### src/rtl/ble_cmd_ctrl.sv
// rtl/ble_cmd_ctrl.sv - byte-framed LED command parser with checksum and inter-byte timeout
module ble_cmd_ctrl #(
  parameter int unsigned TIMEOUT_CYCLES = 50000,
  parameter logic [7:0]  SOF_BYTE       = 8'hA5
) (
  input  logic       clk,
  input  logic       rst,
  input  logic       in_byte_valid,
  input  logic [7:0] in_byte,
  output logic [3:0] out_led,
  output logic       out_cmd_ok,
  output logic       out_cmd_err,
  output logic       out_busy,
  output logic [7:0] out_err_cnt
);

  typedef enum logic [1:0] {
    S_IDLE    = 2'd0,
    S_GET_CMD = 2'd1,
    S_GET_ARG = 2'd2,
    S_GET_CHK = 2'd3
  } state_e;

  localparam logic [15:0] TO_LAST = 16'(TIMEOUT_CYCLES - 1);

  state_e      state_q, state_d;
  logic [15:0] cnt_q, cnt_d;
  logic [7:0]  cmd_q, cmd_d;
  logic [7:0]  arg_q, arg_d;
  logic [3:0]  led_q, led_d;
  logic        ok_q, ok_d;
  logic        err_q, err_d;
  logic [7:0]  err_cnt_q, err_cnt_d;

  always_ff @(posedge clk or negedge rst) begin
    if (!rst) begin
      state_q   <= S_IDLE;
      cnt_q     <= 16'h0000;
      cmd_q     <= 8'h00;
      arg_q     <= 8'h00;
      led_q     <= 4'b0000;
      ok_q      <= 1'b0;
      err_q     <= 1'b0;
      err_cnt_q <= 8'h00;
    end else begin
      state_q   <= state_d;
      cnt_q     <= cnt_d;
      cmd_q     <= cmd_d;
      arg_q     <= arg_d;
      led_q     <= led_d;
      ok_q      <= ok_d;
      err_q     <= err_d;
      err_cnt_q <= err_cnt_d;
    end
  end

  always_comb begin
    state_d   = state_q;
    cnt_d     = cnt_q;
    cmd_d     = cmd_q;
    arg_d     = arg_q;
    led_d     = led_q;
    ok_d      = 1'b0;
    err_d     = 1'b0;
    err_cnt_d = err_cnt_q;

    case (state_q)
      S_IDLE: begin
        if (in_byte_valid && (in_byte == SOF_BYTE)) begin
          state_d = S_GET_CMD;
        end
      end
      S_GET_CMD: begin
        if (in_byte_valid) begin
          cmd_d   = in_byte;
          state_d = S_GET_ARG;
        end
      end
      S_GET_ARG: begin
        if (in_byte_valid) begin
          arg_d   = in_byte;
          state_d = S_GET_CHK;
        end
      end
      S_GET_CHK: begin
        if (in_byte_valid) begin
          state_d = S_IDLE;
          if (in_byte == (cmd_q ^ arg_q)) begin
            case (cmd_q)
              8'h01: begin led_d = arg_q[3:0];         ok_d = 1'b1; end
              8'h02: begin led_d = led_q ^ arg_q[3:0]; ok_d = 1'b1; end
              8'h03: begin led_d = 4'b0000;            ok_d = 1'b1; end
              default: err_d = 1'b1;
            endcase
          end else begin
            err_d = 1'b1;
          end
        end
      end
      default: state_d = S_IDLE;
    endcase

    // A byte on the threshold cycle takes priority over the timeout abort.
    if (state_q == S_IDLE) begin
      cnt_d = 16'h0000;
    end else if (in_byte_valid) begin
      cnt_d = 16'h0000;
    end else if (cnt_q == TO_LAST) begin
      state_d = S_IDLE;
      err_d   = 1'b1;
      cnt_d   = 16'h0000;
    end else begin
      cnt_d = cnt_q + 16'd1;
    end

    if (err_d && (err_cnt_q != 8'hFF)) begin
      err_cnt_d = err_cnt_q + 8'd1;
    end
  end

  assign out_led     = led_q;
  assign out_cmd_ok  = ok_q;
  assign out_cmd_err = err_q;
  assign out_busy    = (state_q != S_IDLE);
  assign out_err_cnt = err_cnt_q;

endmodule
### config.mk
export PLATFORM = sky130hd
export DESIGN_NAME = ble_cmd_ctrl
export DESIGN_NICKNAME = d
export VERILOG_FILES = /design/src/rtl/ble_cmd_ctrl.sv
export SDC_FILE = /design/constraint.sdc
export NUM_CORES = 1
export LEC_CHECK = 0
export CAP_MARGIN = 15
export CORE_MARGIN = 4
export CORE_UTILIZATION = 56
export CTS_CLUSTER_DIAMETER = 200
export CTS_CLUSTER_SIZE = 24
export DETAILED_ROUTE_END_ITERATION = 6
export PLACE_DENSITY = 0.86
export SYNTH_ARGS = -nofsm -noshare
export SYNTH_HDL_FRONTEND = slang
export SYNTH_SLANG_ARGS = --single-unit
### constraint.sdc
create_clock -name clk -period 2.8 [get_ports clk]
set_input_delay 0.84 -clock clk [delete_from_list [all_inputs] [get_ports clk]]
set_output_delay 0.84 -clock clk [all_outputs]
set_load 0.05 [all_outputs]
==> flow_summary.yaml, run 1 <==
status:
  status: "completed"
logic_synthesis:
  netlist_top_cells_area: "dfrtp_1 50%, mux2_2 7.5%, xnor3_1 4.7%, xnor2_1 4.4%, nor2_1 3.9%"
  syn_avg_cell_area_um2: 11.43
  synth-seq-cells: 48
  synth_edf_count: 0
  ys_seq_area_share_pct: 50.29
  ys_async_sr_fraction_pct: 100.0
  synth.distinct_cells: 39
  yosysMostFrequentCell: "dfrtp_1"
  dominantRegCellSynth: "dfrtp_1"
  synthCells: 209
  synth_area_um2: 2389
  syn_nets: 222
  synth_common_cells: "48 x dfrtp_1, 25 x nor2_1, 16 x mux2_2, 16 x nand3_1, 12 x xnor2_1"
  yosysTopAreaCell: "dfrtp_1"
  synth_top_area_share_pct: 50.29
  yosys_warnings: 0
grt:
  antenna_found_initial: 0
  grt_max_degree: 40
  grt_usage_pct: 19.52
  grt_pass1_vias: 1760
  gr-total-overflow: 0
  grt_pass1_wl_mm: 7.990
setup_path:
  worstPathArrival_ps: 1810
  worst_setup_path_start_kind: "flip-flop"
  crit_fanout: 6
  critPathRequiredTime_ps: 1960
  path_class: "flip-flop to output port"
  end_kind: "output port"
clock_tree:
  path_clk_slew_ps: 90
  clock_latency_ps: 310
  cts_sinks: 48
  cts_buffers: 5
  cts_tree: "built"
  cts_buffer_depth: 2
  cts-root-buf: "clkbuf_8"
  postCtsHoldBufs: 0
  h-tree-depth: 2
  postCtsSetupRepairBufs: 0
  cts_resized: 0
die:
  dieArea_um2: 5374
  io_pins: 26
  start_util_pct: 58.87
  rows: 23
  core_um2: 4058
  fp.dieW_um: 73.31
  die-height_um: 73.31
sta:
  final.setup.tns_ps: 0
  finClkSkew_ps: 10.11
  rsz0062_at_grt: "false"
  hold_viol: 0
  worstMarginPinSlew_ps: 861.3
  fin_crit_ps: 2648
  slew_viol_final: 0
  worst_slack_ps: 151.6
  slew_headroom_pct: 42.58
  fmax_ghz: 0.3776
  hold_ws_ps: 497.8
  setup-violations-final: 0
  min_period_over_period_pct: 94.58
worst_hold_path:
  hp-class: "flip-flop to flip-flop"
placement:
  place_area_um2: 2770
  place_ws_ps: -123.7
  dp_hpwl_mm: 3.276
  place_inst: 293
  place.gp.congestion: 0.8310
  io_buffers: 25
finish:
  final-instance-count-excl-fill: 301
  drive_gt1_share_pct: 16.33
  synthToLayoutAreaGrowth_pct: 20.48
  diodes: 0
  finish.utilization_pct: 70.92
  nets: 263
  design_area_um2: 2878
drt:
  drt-initial-drc-count: 125
  ant_nets: 0
  wl_per_cell_um: 15.23
  drt-pass1-iter-count: 4
  drc: 0
  via_count: 1692
  wl_mm: 4.583
  via_per_inst: 5.621
power_and_ir_drop:
  total_leakage_power_nw: 1.302
  vdd_drop_max_mv: 0.5792
  power_mw: 2.124
  p_per_area_nw_per_um2: 738.2
job:
  maxCapViolations: 0
-- worst max-delay path, stage by stage (launching register included) --
cell and delay (ps):
dfrtp_1 420, nor2_1 90, inv_1 160, clkdlybuf4s50_1 830
-- cell usage in the layout, fill, tap and decap left out, types with 6 or more instances in the layout --
| cell | n |
|---|---|
| inv_1 | 6 |
| nand3_1 | 16 |
| nand2_1 | 10 |
| xnor2_1 | 12 |
| dfrtp_1 | 48 |
| and3_1 | 6 |
| clkdlybuf4s50_1 | 24 |
| mux2_2 | 16 |
| xor2_1 | 10 |
| buf_4 | 11 |
| nor2_1 | 25 |
-- layer usage --
| layer | track usage, % | vias up | part of all wire (%) |
|---|---|---|---|
| met5 | 0 | - | 0 |
| met4 | 7.847 | 0 | 1.5 |
| met3 | 3.420 | 9 | 3.1 |
| met2 | 31.98 | 33 | 48 |
| met1 | 25.79 | 832 | 47 |
| li1 | - | 818 | - |
-- flip-flops by register name, summed over array words and instances, names as in the netlist --
register     count
cnt_q           16
cmd_q            8
arg_q            8
out_led          4
state_q          2
out_err_cnt      8
out_cmd_ok       1
out_cmd_err      1
-- path summary, 6_finish.rpt --
check / start / to / slack, ps / cells past startpoint
max: state_q[0] / out_busy / 150 / 3
min: cnt_q[0] / cnt_q[0] / 500 / 1
max reg2reg: cmd_q[5] / out_err_cnt[1] / 260 / 6
min reg2reg: cnt_q[0] / cnt_q[0] / 500 / 1
max in group asynchronous: rst / cnt_q[7] / 1540 / 2
min in group asynchronous: rst / out_led[3] / 630 / 1
-- logic make-up after synthesis --
family | after synthesis | share of synthesized area (%)
flops | 48 | 50.29
buf+inv | 9 | 1.466
simple gates | 83 | 18.81
fa+ha+maj | 2 | 1.048
xor+xnor | 27 | 12.78
mux | 22 | 10.27
compound gates | 18 | 5.343
-- area by class of cell --
| cell class | instances | area (um^2) |
|---|---|---|
| well taps | 50 | 62.56 |
| multi-input cells | 152 | 1152 |
| fillers | 297 | 1180 |
| clock buffers | 6 | 72.57 |
| repair buffers | 36 | 327.8 |
| clock inverters | 2 | 35.03 |
| inverters | 7 | 26.28 |
| flip-flops and latches | 48 | 1201 |
-- where the power goes --
part           switching [mW]  internal (mW)
Combinational           0.320          0.355
Sequential              0.128          0.831
Clock                   0.225          0.265
Power figures use the tool's default switching activity.
==> run 2: changes to the inputs <==
==> constraint.sdc (replaced) <==
create_clock -name clk -period 2.6 [get_ports clk]
set_input_delay 0.78 -clock clk [delete_from_list [all_inputs] [get_ports clk]]
set_output_delay 0.78 -clock clk [all_outputs]
set_load 0.05 [all_outputs]
==> run 2 against run 1 <==
Count of clock-buffer cells in the layout did not move. Sequential power grew 8%. Core utilization is 0.12 points lower. Routed wire length grew 1.5%. Non-clock buffer count up 1. Sequential cell count unchanged. Critical endpoint is now out_led[1]. Largest power group unchanged.
==> flow_summary.yaml, run 2 (same netlist as run 1, synthesis figures left out) <==
status:
  status: "completed"
sta:
  slew_headroom_pct: 59.28
  hold_viol: 0
  fmax_ghz: 0.4059
  rsz0062_at_grt: "false"
  finClkSkew_ps: 9.918
  worstMarginPinSlew_ps: 610.8
  min_period_over_period_pct: 94.75
  fin_crit_ps: 2463
  setup-violations-final: 0
  worst_slack_ps: 136.6
  slew_viol_final: 0
finish:
  synthToLayoutAreaGrowth_pct: 20.27
  final_common_cell: "dfrtp_1"
  finish.utilization_pct: 70.80
  diodes: 0
  final_cell_mix: "48 x dfrtp_1, 25 x nor2_1, 23 x clkdlybuf4s50_1"
  drive_gt1_share_pct: 17.06
  largest_reg_flops: 16
  nets: 264
  top_register: "cnt_q"
drt:
  wl_per_cell_um: 15.41
  drt-pass1-iter-count: 4
  drc: 0
  drt-initial-drc-count: 68
  via_per_inst: 5.656
  via_count: 1708
  ant_nets: 0
  wl_mm: 4.654
power_and_ir_drop:
  total_leakage_power_nw: 1.315
  p_per_area_nw_per_um2: 778.4
  vdd_drop_max_mv: 0.7007
clock_tree:
  path_clk_slew_ps: 80
  postCtsHoldBufs: 0
  h-tree-depth: 2
  cts_tree: "built"
  cts_sinks: 48
  postCtsSetupRepairBufs: 0
  clock_latency_ps: 300
  cts-root-buf: "clkbuf_8"
  cts_buffers: 5
  cts_buffer_depth: 2
die:
  dieArea_um2: 5374
  die-height_um: 73.31
  rows: 23
  start_util_pct: 58.87
  io_pins: 26
  core_um2: 4058
  fp.dieW_um: 73.31
placement:
  io_buffers: 25
  place.gp.congestion: 0.7823
  place_ws_ps: -293.4
  dp_hpwl_mm: 3.456
setup_path:
  crit_fanout: 9
  cp_top_family: "buffers and inverters"
  critPathRequiredTime_ps: 2820
  worstPathArrival_ps: 2680
  path_class: "primary input to flip-flop"
  end_kind: "flip-flop"
  crit_chain: "clkdlybuf4s50_1, xnor3_1, o211ai_1, nor4_4, nand2b_1, buf_4, o31a_1, o21ai_1"
  path_buf_inv: 2
  critPathSlowestCell: "clkdlybuf4s50_1"
  worst_setup_path_start_kind: "primary input"
  crit_path_max_incr_delay_ps: 450
grt:
  antenna_found_initial: 0
  gr-total-overflow: 0
  grt_pass1_wl_mm: 7.948
  grt_max_degree: 28
  grt_usage_pct: 19.23
  grt_pass1_vias: 1767
worst_hold_path:
  hp-class: "primary input to asynchronous set/reset pin"
job:
  maxCapViolations: 0
run 2: worst paths after layout:
kind                            startpoint          to  slack [ps]  cells after the start
worst max-delay path            in_byte[4]  out_led[1]         140                      8
worst min-delay path                   rst  out_led[3]         490                      1
worst max register to register    cmd_q[5]  out_led[1]         160                      7
worst min register to register    cnt_q[0]    cnt_q[0]         510                      1
max in group asynchronous              rst    cmd_q[3]        1520                      2
min in group clk                  cnt_q[0]    cnt_q[0]         510                      1
run 2: final cells by class:
cell class | instances | area (um^2)
Clock buffer | 6 | 82.58
Clock inverter | 2 | 10.01
Fill cell | 292 | 1185
Inverter | 7 | 26.28
Multi-Input combinational cell | 152 | 1152
Sequential cell | 48 | 1201
Tap cell | 50 | 62.56
Timing Repair Buffer | 37 | 337.8
run 2: metal layers:
metal | vias to the layer above | routed length (um) | global-route usage [%]
li1 | 822 | - | -
met1 | 854 | 2121 | 25.16
met2 | 24 | 2348 | 32.47
met3 | 8 | 127 | 3.420
met4 | 0 | 57 | 6.237
met5 | - | 0 | 0
run 2: where the power goes:
part	internal, mW	total (mW)	switching (mW)
clock	0.213	0.453	0.240
combinational	0.399	0.747	0.349
sequential	0.896	1.04	0.140
run 2: metrics by stage:
stage | instance area, um^2 | hold WS [ps] | std cells | setup TNS (ps) | power (mW)
after floorplan | 2389 | 454.6 | 209 | 0 | 1.570
after global placement | 2778 | 477.0 | 294 | -2128 | 1.740
after detailed placement | 2778 | 499.6 | 294 | -2649 | 1.778
after CTS | 2870 | 506.6 | 302 | 0 | 2.237
after global routing | 2873 | 532.2 | 302 | 0 | 2.358
final | 2873 | 487.2 | 302 | 0 | 2.236
run 2: what timing repair did:
| action | 4_1_cts | 5_1_grt |
|---|---|---|
| hold endpoints to repair | 0 | 0 |
| setup endpoints to repair | 0 | 8 |
| resized for setup | 0 | 1 |
